### config.mk
export PLATFORM = sky130hd
export DESIGN_NAME = apb_i2cs_msg_regs
export DESIGN_NICKNAME = d
export VERILOG_FILES = /design/src/rtl/apb_i2cs_msg_regs.sv
export SDC_FILE = /design/constraint.sdc
export NUM_CORES = 1
export LEC_CHECK = 0
export BUFFER_PORTS_ARGS = -buffer_cell sky130_fd_sc_hd__buf_2
export CAP_MARGIN = 40
export CORE_ASPECT_RATIO = 1.5
export CORE_MARGIN = 4
export CORE_UTILIZATION = 53
export CTS_BUF_LIST = sky130_fd_sc_hd__clkbuf_4 sky130_fd_sc_hd__clkbuf_8
export CTS_CLUSTER_SIZE = 10
export DETAILED_ROUTE_END_ITERATION = 8
export HOLD_SLACK_MARGIN = 0.02
export PLACE_DENSITY = 0.88
export SYNTH_ARGS = -nofsm -noshare
export SYNTH_HDL_FRONTEND = slang
export SYNTH_SLANG_ARGS = --single-unit
export TNS_END_PERCENT = 100
### constraint.sdc
create_clock -name apb_pclk_i -period 3 [get_ports apb_pclk_i]
set_input_delay 0.15 -clock apb_pclk_i [delete_from_list [all_inputs] [get_ports apb_pclk_i]]
set_output_delay 0.15 -clock apb_pclk_i [all_outputs]
set_load 0.05 [all_outputs]
### src/rtl/apb_i2cs_msg_regs.sv
// I2C-slave APB register block with two byte message FIFOs.
// APB->I2C (a2i) and I2C->APB (i2a) buffers, status, flush and irq.
module apb_i2cs_msg_regs #(
    parameter int APB_ADDR_WIDTH = 12,
    parameter int FIFO_DEPTH     = 8
) (
    input  logic                      apb_pclk_i,
    input  logic                      apb_presetn_i,
    input  logic [APB_ADDR_WIDTH-1:0] apb_reg_waddr_i,
    input  logic [31:0]               apb_reg_wdata_i,
    input  logic                      apb_reg_wrenable_i,
    input  logic [APB_ADDR_WIDTH-1:0] apb_reg_raddr_i,
    output logic [31:0]               apb_reg_rdata_o,
    input  logic                      apb_reg_rd_byte_complete_i,
    output logic                      i2c_rx_valid_o,
    output logic [7:0]                i2c_rx_data_o,
    input  logic                      i2c_rx_pop_i,
    input  logic                      i2c_tx_push_i,
    input  logic [7:0]                i2c_tx_data_i,
    output logic                      i2c_tx_full_o,
    output logic                      irq_o
);

    localparam int PW = $clog2(FIFO_DEPTH);
    localparam logic [4:0] DEPTH = 5'(FIFO_DEPTH);

    localparam logic [APB_ADDR_WIDTH-1:0] A_ID  = APB_ADDR_WIDTH'(12'h000);
    localparam logic [APB_ADDR_WIDTH-1:0] A_ENA = APB_ADDR_WIDTH'(12'h004);
    localparam logic [APB_ADDR_WIDTH-1:0] A_A2I = APB_ADDR_WIDTH'(12'h008);
    localparam logic [APB_ADDR_WIDTH-1:0] A_I2A = APB_ADDR_WIDTH'(12'h00C);
    localparam logic [APB_ADDR_WIDTH-1:0] A_STS = APB_ADDR_WIDTH'(12'h010);
    localparam logic [APB_ADDR_WIDTH-1:0] A_FLS = APB_ADDR_WIDTH'(12'h014);
    localparam logic [APB_ADDR_WIDTH-1:0] A_IEN = APB_ADDR_WIDTH'(12'h018);

    logic                      en_q;
    logic [1:0]                int_en_q;
    logic                      ovf_q;
    logic                      udf_q;
    logic                      irq_q;
    logic [APB_ADDR_WIDTH-1:0] raddr_q;
    logic                      rdc_q;

    logic [7:0]    a_mem [FIFO_DEPTH];
    logic [7:0]    i_mem [FIFO_DEPTH];
    logic [PW-1:0] a_wp, a_rp, i_wp, i_rp;
    logic [4:0]    a_cnt, i_cnt;

    logic wr_ena, wr_a2i, wr_sts, wr_fls, wr_ien;
    logic a_empty, a_full, i_empty, i_full;
    logic a_flush, i_flush;
    logic a_pop_req, a_pop, a_push;
    logic i_push_req, i_pop_req, i_pop, i_push;
    logic ovf_set, udf_set, irq_d;
    logic [7:0]  a_head, i_head;
    logic [31:0] status;
    logic        unused_wdata;

    assign unused_wdata = ^apb_reg_wdata_i[31:8];

    assign wr_ena = apb_reg_wrenable_i & (apb_reg_waddr_i == A_ENA);
    assign wr_a2i = apb_reg_wrenable_i & (apb_reg_waddr_i == A_A2I);
    assign wr_sts = apb_reg_wrenable_i & (apb_reg_waddr_i == A_STS);
    assign wr_fls = apb_reg_wrenable_i & (apb_reg_waddr_i == A_FLS);
    assign wr_ien = apb_reg_wrenable_i & (apb_reg_waddr_i == A_IEN);

    assign a_empty = (a_cnt == 5'd0);
    assign a_full  = (a_cnt == DEPTH);
    assign i_empty = (i_cnt == 5'd0);
    assign i_full  = (i_cnt == DEPTH);

    assign a_flush = wr_fls & apb_reg_wdata_i[0];
    assign i_flush = wr_fls & apb_reg_wdata_i[1];

    // A pop frees a slot in the same cycle, so a push into a full FIFO
    // alongside a pop is accepted.
    assign a_pop_req = en_q & i2c_rx_pop_i;
    assign a_pop     = a_pop_req & ~a_empty;
    assign a_push    = wr_a2i & (~a_full | a_pop);

    // Only the rising edge of read-complete pops, so long pulses pop once.
    assign i_push_req = en_q & i2c_tx_push_i;
    assign i_pop_req  = apb_reg_rd_byte_complete_i & ~rdc_q
                      & (raddr_q == A_I2A);
    assign i_pop      = i_pop_req & ~i_empty;
    assign i_push     = i_push_req & (~i_full | i_pop);

    assign ovf_set = (wr_a2i & ~a_push & ~a_flush)
                   | (i_push_req & ~i_push & ~i_flush);
    assign udf_set = i_pop_req & i_empty;
    assign irq_d   = en_q & ((int_en_q[0] & ~i_empty)
                           | (int_en_q[1] & a_empty));

    assign a_head = a_empty ? 8'h00 : a_mem[a_rp];
    assign i_head = i_empty ? 8'h00 : i_mem[i_rp];

    assign status = {16'h0, i_cnt[3:0], a_cnt[3:0], 2'b00, udf_q, ovf_q,
                     i_full, i_empty, a_full, a_empty};

    assign i2c_rx_valid_o = en_q & ~a_empty;
    assign i2c_rx_data_o  = a_head;
    assign i2c_tx_full_o  = ~en_q | i_full;
    assign irq_o          = irq_q;

    // Combinational read mux driven by the raw APB read address.
    always_comb begin
        apb_reg_rdata_o = 32'h0;
        case (apb_reg_raddr_i)
            A_ID:    apb_reg_rdata_o = 32'h1235_0001;
            A_ENA:   apb_reg_rdata_o = {31'h0, en_q};
            A_I2A:   apb_reg_rdata_o = {24'h0, i_head};
            A_STS:   apb_reg_rdata_o = status;
            A_IEN:   apb_reg_rdata_o = {30'h0, int_en_q};
            default: apb_reg_rdata_o = 32'h0;
        endcase
    end

    // Control registers, sticky flags, read-side pipeline and irq.
    always_ff @(posedge apb_pclk_i or negedge apb_presetn_i) begin
        if (!apb_presetn_i) begin
            en_q     <= 1'b0;
            int_en_q <= 2'b00;
            ovf_q    <= 1'b0;
            udf_q    <= 1'b0;
            irq_q    <= 1'b0;
            raddr_q  <= '0;
            rdc_q    <= 1'b0;
        end else begin
            if (wr_ena) en_q <= apb_reg_wdata_i[0];
            if (wr_ien) int_en_q <= apb_reg_wdata_i[1:0];
            ovf_q   <= (ovf_q & ~(wr_sts & apb_reg_wdata_i[4])) | ovf_set;
            udf_q   <= (udf_q & ~(wr_sts & apb_reg_wdata_i[5])) | udf_set;
            irq_q   <= irq_d;
            raddr_q <= apb_reg_raddr_i;
            rdc_q   <= apb_reg_rd_byte_complete_i;
        end
    end

    // FIFO pointers and counts; a flush overrides any push or pop.
    always_ff @(posedge apb_pclk_i or negedge apb_presetn_i) begin
        if (!apb_presetn_i) begin
            a_wp  <= '0;
            a_rp  <= '0;
            a_cnt <= 5'd0;
            i_wp  <= '0;
            i_rp  <= '0;
            i_cnt <= 5'd0;
        end else begin
            if (a_flush) begin
                a_wp  <= '0;
                a_rp  <= '0;
                a_cnt <= 5'd0;
            end else begin
                if (a_push) a_wp <= a_wp + 1'b1;
                if (a_pop) a_rp <= a_rp + 1'b1;
                a_cnt <= a_cnt + {4'd0, a_push} - {4'd0, a_pop};
            end
            if (i_flush) begin
                i_wp  <= '0;
                i_rp  <= '0;
                i_cnt <= 5'd0;
            end else begin
                if (i_push) i_wp <= i_wp + 1'b1;
                if (i_pop) i_rp <= i_rp + 1'b1;
                i_cnt <= i_cnt + {4'd0, i_push} - {4'd0, i_pop};
            end
        end
    end

    // FIFO storage is not reset; only accepted pushes write it.
    always_ff @(posedge apb_pclk_i) begin
        if (a_push & ~a_flush) a_mem[a_wp] <= apb_reg_wdata_i[7:0];
        if (i_push & ~i_flush) i_mem[i_wp] <= i2c_tx_data_i;
    end

endmodule
==> impl_metrics.tcl, run 1 <==
set metrics [dict create \
    status "complete, no violations" \
    ys_async_sr_fraction_pct 24.26 \
    powerDensity_nw_per_um2 539.9 \
    netlist_area_um2 7430 \
    rr_endpoint "a_cnt[4]" \
    crit_fanout 4 \
    cp_common_cell "ha_1" \
    cp-startpoint "a_cnt[2]" \
    hold_path.class "primary input to flop" \
    pwr-share-seq_pct 55.1 \
    synth-edff-count 128 \
    crit_path_end_kind "flop" \
    grt_max_degree 35 \
    grt_use_total_pct 20.90 \
    area_delta_synth_final_pct 19.35 \
    power.internal_uw 3557 \
    dieArea_um2 16020 \
    finalPower_uw 4788 \
    cp_slowest_stage_delay_ns 0.39 \
    drive_gt1_share_pct 32.25 \
    setup.worst_path.class "flop to flop" \
    p_clk_share_pct 31.8 \
    slew_headroom_pct 46.28 \
    wl_per_cell_um 20.85 \
    die_y_um 153.0 \
    place_area_um2 8122 \
    syn_avg_cell_area_um2 15.88 \
    antenna_found_initial 3 \
    setup_violations 0 \
    crit_family "adder cells" \
    drtIter0Drc 332 \
    rr_worst_depth 12 \
    synth_seq_cells 169 \
    root_buffer "clkbuf_8" \
    grt_pass1_wl_mm 25.71 \
    final_area_um2 8867 \
    avgViaCountPerCell 5.905 \
    fmax_ghz 0.3444 \
    p_sw_uw 1231 \
    core_area_um2 13600 \
    crit_required_ns 3.37 \
    cp_num_cells 12 \
    pin_count 113 \
    post-route-min-period_ns 2.904 \
    drtAntennaViolNets 0 \
    ir_drop_uv 449.1 \
    ys.flop_type "edfxtp_1" \
    drt_wl_total_mm 16.20 \
    dpl.cell_count 712 \
    min_from "apb_reg_waddr_i[2]" \
    drc 0 \
    worstPathBufferInverterCount 2 \
    drt_pass1_iterations 5 \
    gp_congestion 0.8492 \
    r2r_slack_ns 0.1 \
    period_share_pct 96.78 \
    seq_area_frac_synth_pct 65.54 \
    fp.dieW_um 104.7 \
    clk_pin_slew_ns 0.09 \
    multi_input_area_um2 2385 \
    p_sw_share_pct 25.71 \
    cp-endpoint "a_cnt[4]" \
    dpl.hpwl_mm 11.36 \
    netlist_instances 468 \
    clockBufferDepth 2 \
    nets 691 \
    cts.sinks 169 \
    cp_data_arrival_time_ns 3.28 \
    fill_cells 937 \
    synth_warnings 0 \
    seqCellArea_um2 4870 \
    final_hold_viol_count 0 \
    vias 4588 \
    tightestPinTransition_ns 0.8058 \
    slew_violations 0 \
    power_frac_comb_pct 13.0 \
    overflow 0 \
    path_cells "inv_1 > ha_1 > o211ai_1 > nand3_2 > ha_1 > inv_1 > ha_1 > fa_2 > a21oi_1 > nor2_1 > or3_1 > a21oi_1" \
    finClkSkew_ns 0.01181 \
    rows 52 \
    finalNonFillerCells 777 \
    cts_buffers 17 \
    cts_tree "built" \
    initial_core_util_pct 54.64 \
    drv_cap 0 \
    clk_latency_ns 0.44 \
    timing.rr.start "a_cnt[2]" \
    start_kind "flop" \
    htree_levels 4 \
    port_buffers 78 \
    grt_pass1_vias 4852 \
    leakagePower_uw 0.003331 \
    crit_path_top_delay_cell "dfrtp_1" \
    synth_cell_types 53 \
]
==> stage by stage <==
stage | worst slack [ns] | utilization, % | hold slack, ns | setup TNS [ns]
3_3_place_gp | 0.07688 | 59.38 | 0.2728 | 0
5_1_grt | -0.05643 | 65.19 | 0.06330 | -0.05643
6_report | 0.09648 | 65.21 | 0.07123 | 0
4_1_cts | 0.0009035 | 64.74 | 0.04120 | 0
3_5_place_dp | -0.02807 | 59.73 | 0.01399 | -0.02807
2_1_floorplan | 0.08251 | - | -0.1456 | 0
==> flip-flops by register name (all words and copies together) (netlist names) <==
register / flops
a_mem: 64
i_mem: 64
raddr_q: 12
a_cnt: 5
i_cnt: 5
a_rp: 3
a_wp: 3
i_rp: 3
i_wp: 3
int_en_q: 2
en_q: 1
irq_o: 1
ovf_q: 1
rdc_q: 1
udf_q: 1
==> cells in the mapped netlist, types with 3 or more instances <==
cell	n	share of area, %
a21oi_1	12	0.81
and2_1	3	0.25
and4_1	3	0.35
buf_2	7	0.47
buf_4	16	1.6
clkbuf_1	9	0.45
dfrtp_1	41	14
edfxtp_1	128	52
ha_1	18	3.0
inv_1	18	0.91
mux2_2	3	0.45
mux2i_1	22	3.0
mux4_2	32	9.7
nand2_1	11	0.56
nand3_1	5	0.34
nand4_1	3	0.25
nor2_1	36	1.8
nor2b_1	6	0.51
nor3_1	6	0.40
nor3b_1	3	0.30
nor4_1	10	0.84
nor4b_1	7	0.83
o21ai_0	15	1.0
o21bai_1	3	0.30
o2bb2ai_1	4	0.47
or3_1	3	0.25
xnor2_1	6	0.71
==> how the worst min path moves through the flow <==
stage	to	slack, ns	cells past startpoint
2_1_floorplan	a_cnt[0]	-0.15	0
5_1_grt	a_mem[4][0]	0.06	1
3_5_place_dp	a_cnt[4]	0.01	1
3_3_place_gp	rdc_q	0.27	1
4_1_cts	udf_q	0.04	3
6_report	udf_q	0.07	3
==> cell type report <==
| type | instances | share of cell area [%] |
|---|---|---|
| Tap cell | 162 | 2.286 |
| Inverter | 18 | 0.7620 |
| Timing Repair Buffer | 140 | 10.84 |
| Clock inverter | 13 | 1.326 |
| Antenna cell | 1 | 0.02822 |
| Clock buffer | 19 | 2.949 |
| Multi-Input combinational cell | 255 | 26.89 |
| Sequential cell | 169 | 54.92 |
==> worst register-to-register path, stage by stage, from the launching register on <==
cell	delay, ns
dfrtp_1	0.39
inv_1	0.11
ha_1	0.26
o211ai_1	0.31
nand3_2	0.14
ha_1	0.29
inv_1	0.05
ha_1	0.23
fa_2	0.37
a21oi_1	0.15
nor2_1	0.06
or3_1	0.34
a21oi_1	0.15
==> power by group through the flow <==
stage                     clock network [µW]  registers, µW  logic (µW)
after floorplan                            0           2670         381
after global placement                     0           2670         491
after detailed placement                   0           2680         532
after CTS                               1550           2630         569
after global routing                    1650           2650         687
final                                   1520           2640         624
==> cells in the final DEF (no fill, tap or decap), types with 3 or more instances in the layout <==
cell | synthesis | layout
nor2_1 | 36 | 36
ha_1 | 18 | 17
clkinv_2 | 0 | 3
mux4_2 | 32 | 32
conb_1 | 1 | 10
nand3_1 | 5 | 5
clkbuf_8 | 0 | 19
or3_1 | 3 | 3
and2_1 | 3 | 3
nor4_1 | 10 | 9
clkinvlp_4 | 0 | 5
dlygate4sd3_1 | 0 | 29
nor3b_1 | 3 | 3
o2bb2ai_1 | 4 | 4
nand4_1 | 3 | 3
inv_6 | 0 | 4
mux2_2 | 3 | 3
o21ai_0 | 15 | 15
nor3_1 | 6 | 6
buf_4 | 16 | 31
edfxtp_1 | 128 | 128
nor4b_4 | 0 | 3
buf_2 | 7 | 78
mux2i_1 | 22 | 22
xnor2_1 | 6 | 6
nor2b_1 | 6 | 6
inv_1 | 18 | 16
dfrtp_1 | 41 | 41
nor4b_1 | 7 | 4
a21oi_1 | 12 | 10
nand2_1 | 11 | 11
and4_1 | 3 | 3
o21bai_1 | 3 | 3
==> cell families after synthesis <==
logic type                 Yosys count  share of synthesized area, %
other                                1                       0.05047
AOI/OAI and AO/OA                   46                         3.924
adders and majority gates           20                         3.570
buffers and inverters               53                         3.705
and+or+nand+nor                    114                         9.145
muxes                               57                         13.12
DFF                                169                         65.54
xor gates and xnor gates             8                        0.9431
==> metal layers <==
metal / global-route usage [%] / vias to the layer above / wire length [µm]
met4: 7.317 / 6 / 485
met5: 0 / - / 38
met2: 38.91 / 181 / 9040
met3: 4.599 / 46 / 933
met1: 23.44 / 2302 / 5702
li1: - / 2053 / -
==> timing repair <==
action | CTS | global route
setup endpoints to repair | 1 | 5
buffers inserted | 0 | 3
pin swaps | 0 | 2
hold buffers | 29 | 0
hold endpoints to repair | 170 | 0
resized for setup | 2 | 10
(Power assumes the default switching activity.)
==> run 2: changes to the inputs <==
BUFFER_PORTS_ARGS = -buffer_cell sky130_fd_sc_hd__clkbuf_2   (was -buffer_cell sky130_fd_sc_hd__buf_2)
CAP_MARGIN = not set   (was 40)
==> run 2 against run 1 <==
  * Die area stayed put
  * Total power fell by 2.5%
  * Final cell count down 0.51%
  * Via count down 0.72%
  * Critical path depth rose by 1
  * First-iteration DRC count shrank 8.4%
  * Sequential share of layout area grew 0.51 points
  * Clock-buffer cell count unchanged
  * Global-route usage grew 0.14 points
  * Critical path type unchanged
  * Combinational power decreased by 7.7%
  * Sequential power about the same
==> impl_metrics.tcl, run 2 (synthesis results as in run 1) <==
set metrics [dict create \
    status "complete, no violations" \
    fin_hold_ws_ns 0.07415 \
    post-route-min-period_ns 2.905 \
    pin_count 113 \
    setup.worst_path.class "flop to flop" \
    fmax_ghz 0.3442 \
    wl_per_cell_um 21.00 \
    final_hold_viol_count 0 \
    port_buffers 78 \
    layout_commonest_cell "edfxtp_1" \
    reg_top3 "a_mem (64), i_mem (64), raddr_q (12)" \
    slew_violations 0 \
    rows 52 \
    nets 688 \
    root_buffer "clkbuf_8" \
    cts_buffers 17 \
    cts.sinks 169 \
    core_area_um2 13600 \
    dpl.hpwl_mm 11.33 \
    finClkSkew_ns 0.01136 \
    ir_drop_uv 363.1 \
    clockBufferDepth 2 \
    drtAntennaViolNets 0 \
    area_delta_synth_final_pct 18.27 \
    grt_use_total_pct 21.04 \
    dieArea_um2 16020 \
    finalPower_uw 4667 \
    drt_wl_total_mm 16.23 \
    drc 0 \
    fp.dieW_um 104.7 \
    n_antenna_cell 0 \
    crit_family "adder cells" \
    start_kind "flop" \
    clk_latency_ns 0.45 \
    drt_pass1_iterations 5 \
    vias 4555 \
    leakagePower_uw 0.003283 \
    tightestPinTransition_ns 1.072 \
    avgViaCountPerCell 5.893 \
    htree_levels 4 \
    grt_pass1_vias 4927 \
    gp_congestion 0.8449 \
    post_cts_buffers 0 \
    hold_path.class "primary input to flop" \
    drive_gt1_share_pct 31.59 \
    crit_path_end_kind "flop" \
    final_cell_mix "edfxtp_1 (128), clkbuf_2 (78), dfrtp_1 (40), nor2_1 (34), mux4_2 (32)" \
    timing.rr.start "i_cnt[3]" \
    finalNonFillerCells 773 \
    drv_cap 0 \
    crit_required_ns 3.37 \
    overflow 0 \
    drtIter0Drc 304 \
    cp_data_arrival_time_ns 3.27 \
    antenna_found_initial 0 \
    dpl.cell_count 712 \
    path_cells "inv_1 > ha_2 > nor4b_4 > nor2_1 > a21oi_2 > ha_1 > inv_1 > ha_1 > fa_1 > a21oi_1 > nor2_1 > or3_1 > a21oi_1" \
    initial_core_util_pct 54.64 \
    slew_headroom_pct 28.51 \
    cts_tree "built" \
    worstPathBufferInverterCount 2 \
    clk_pin_slew_ns 0.08 \
    crit_fanout 3 \
    period_share_pct 96.85 \
    crit_path_top_delay_cell "dfrtp_1" \
    setup_violations 0 \
    min_from "apb_reg_waddr_i[2]" \
    grt_max_degree 42 \
    powerDensity_nw_per_um2 531.1 \
    cp_slowest_stage_delay_ns 0.42 \
    cp-startpoint "i_cnt[3]" \
    grt_pass1_wl_mm 25.74 \
    die_y_um 153.0 \
    final.setup.tns_ns 0 \
    utilization_pct 64.62 \
]
run 2: cell count changes in the layout (fill, tap and decap cells not counted), sizes merged:
cell and change:
inv -4, diode -1, buf -81, clkbuf +78, clkinv +5, clkinvlp -1
run 2: final timing paths:
kind / slack (ns) / to / cells past startpoint
min in group asynchronous: 0.43 / a_rp[0] / 2
setup reg to reg: 0.09 / i_cnt[4] / 13
setup / recovery: 0.09 / i_cnt[4] / 13
hold reg to reg: 0.57 / int_en_q[1] / 1
hold / removal: 0.07 / udf_q / 3
max in group asynchronous: 1.83 / i_rp[0] / 2
run 2: worst register-to-register path, stage by stage, from the launching register on:
cell,delay [ns]
dfrtp_1,0.42
inv_1,0.11
ha_2,0.21
nor4b_4,0.27
nor2_1,0.12
a21oi_2,0.17
ha_1,0.14
inv_1,0.04
ha_1,0.20
fa_1,0.41
a21oi_1,0.16
nor2_1,0.07
or3_1,0.35
a21oi_1,0.16
run 2: repair_timing:
| item | 4_1_cts | 5_1_grt |
|---|---|---|
| hold buffers | 29 | 0 |
| setup endpoints to repair | 1 | 8 |
| pin swaps | 0 | 3 |
| gates cloned | 0 | 0 |
| resized for setup | 1 | 12 |
| hold endpoints to repair | 174 | 0 |
run 2: where the power goes:
part | leakage, µW | switching, µW | total (µW) | internal (µW)
registers | 0.00167 | 64.9 | 2640 | 2580
logic | 0.00145 | 323 | 576 | 253
clock network | 0.000169 | 788 | 1450 | 662
total | 0.00328 | 1180 | 4670 | 3490
run 2: metal layers:
| metal | vias to the layer above | track usage [%] | share of wire, % |
|---|---|---|---|
| met1 | 2290 | 22.93 | 35 |
| met5 | - | 0 | 0 |
| met4 | 0 | 9.568 | 3.9 |
| li1 | 2043 | - | - |
| met2 | 168 | 38.60 | 56 |
| met3 | 54 | 4.852 | 5.3 |
run 2: stage by stage:
stage | cell area (µm²) | setup WS [ns]
2_1_floorplan | 7472 | 0.08251
3_3_place_gp | 8089 | 0.08531
3_5_place_dp | 8089 | 0.02485
4_1_cts | 8741 | 0.004380
5_1_grt | 8787 | -0.01287
6_report | 8787 | 0.09457
run 2: final cells by class:
cell class / count / area [µm²]
fillers: 920 / 4811
well taps: 162 / 202.7
flip-flops and latches: 169 / 4871
clock buffers: 19 / 249.0
inverters: 18 / 67.56
multi-input cells: 255 / 2385
clock inverters: 13 / 106.4
repair buffers: 137 / 905.9
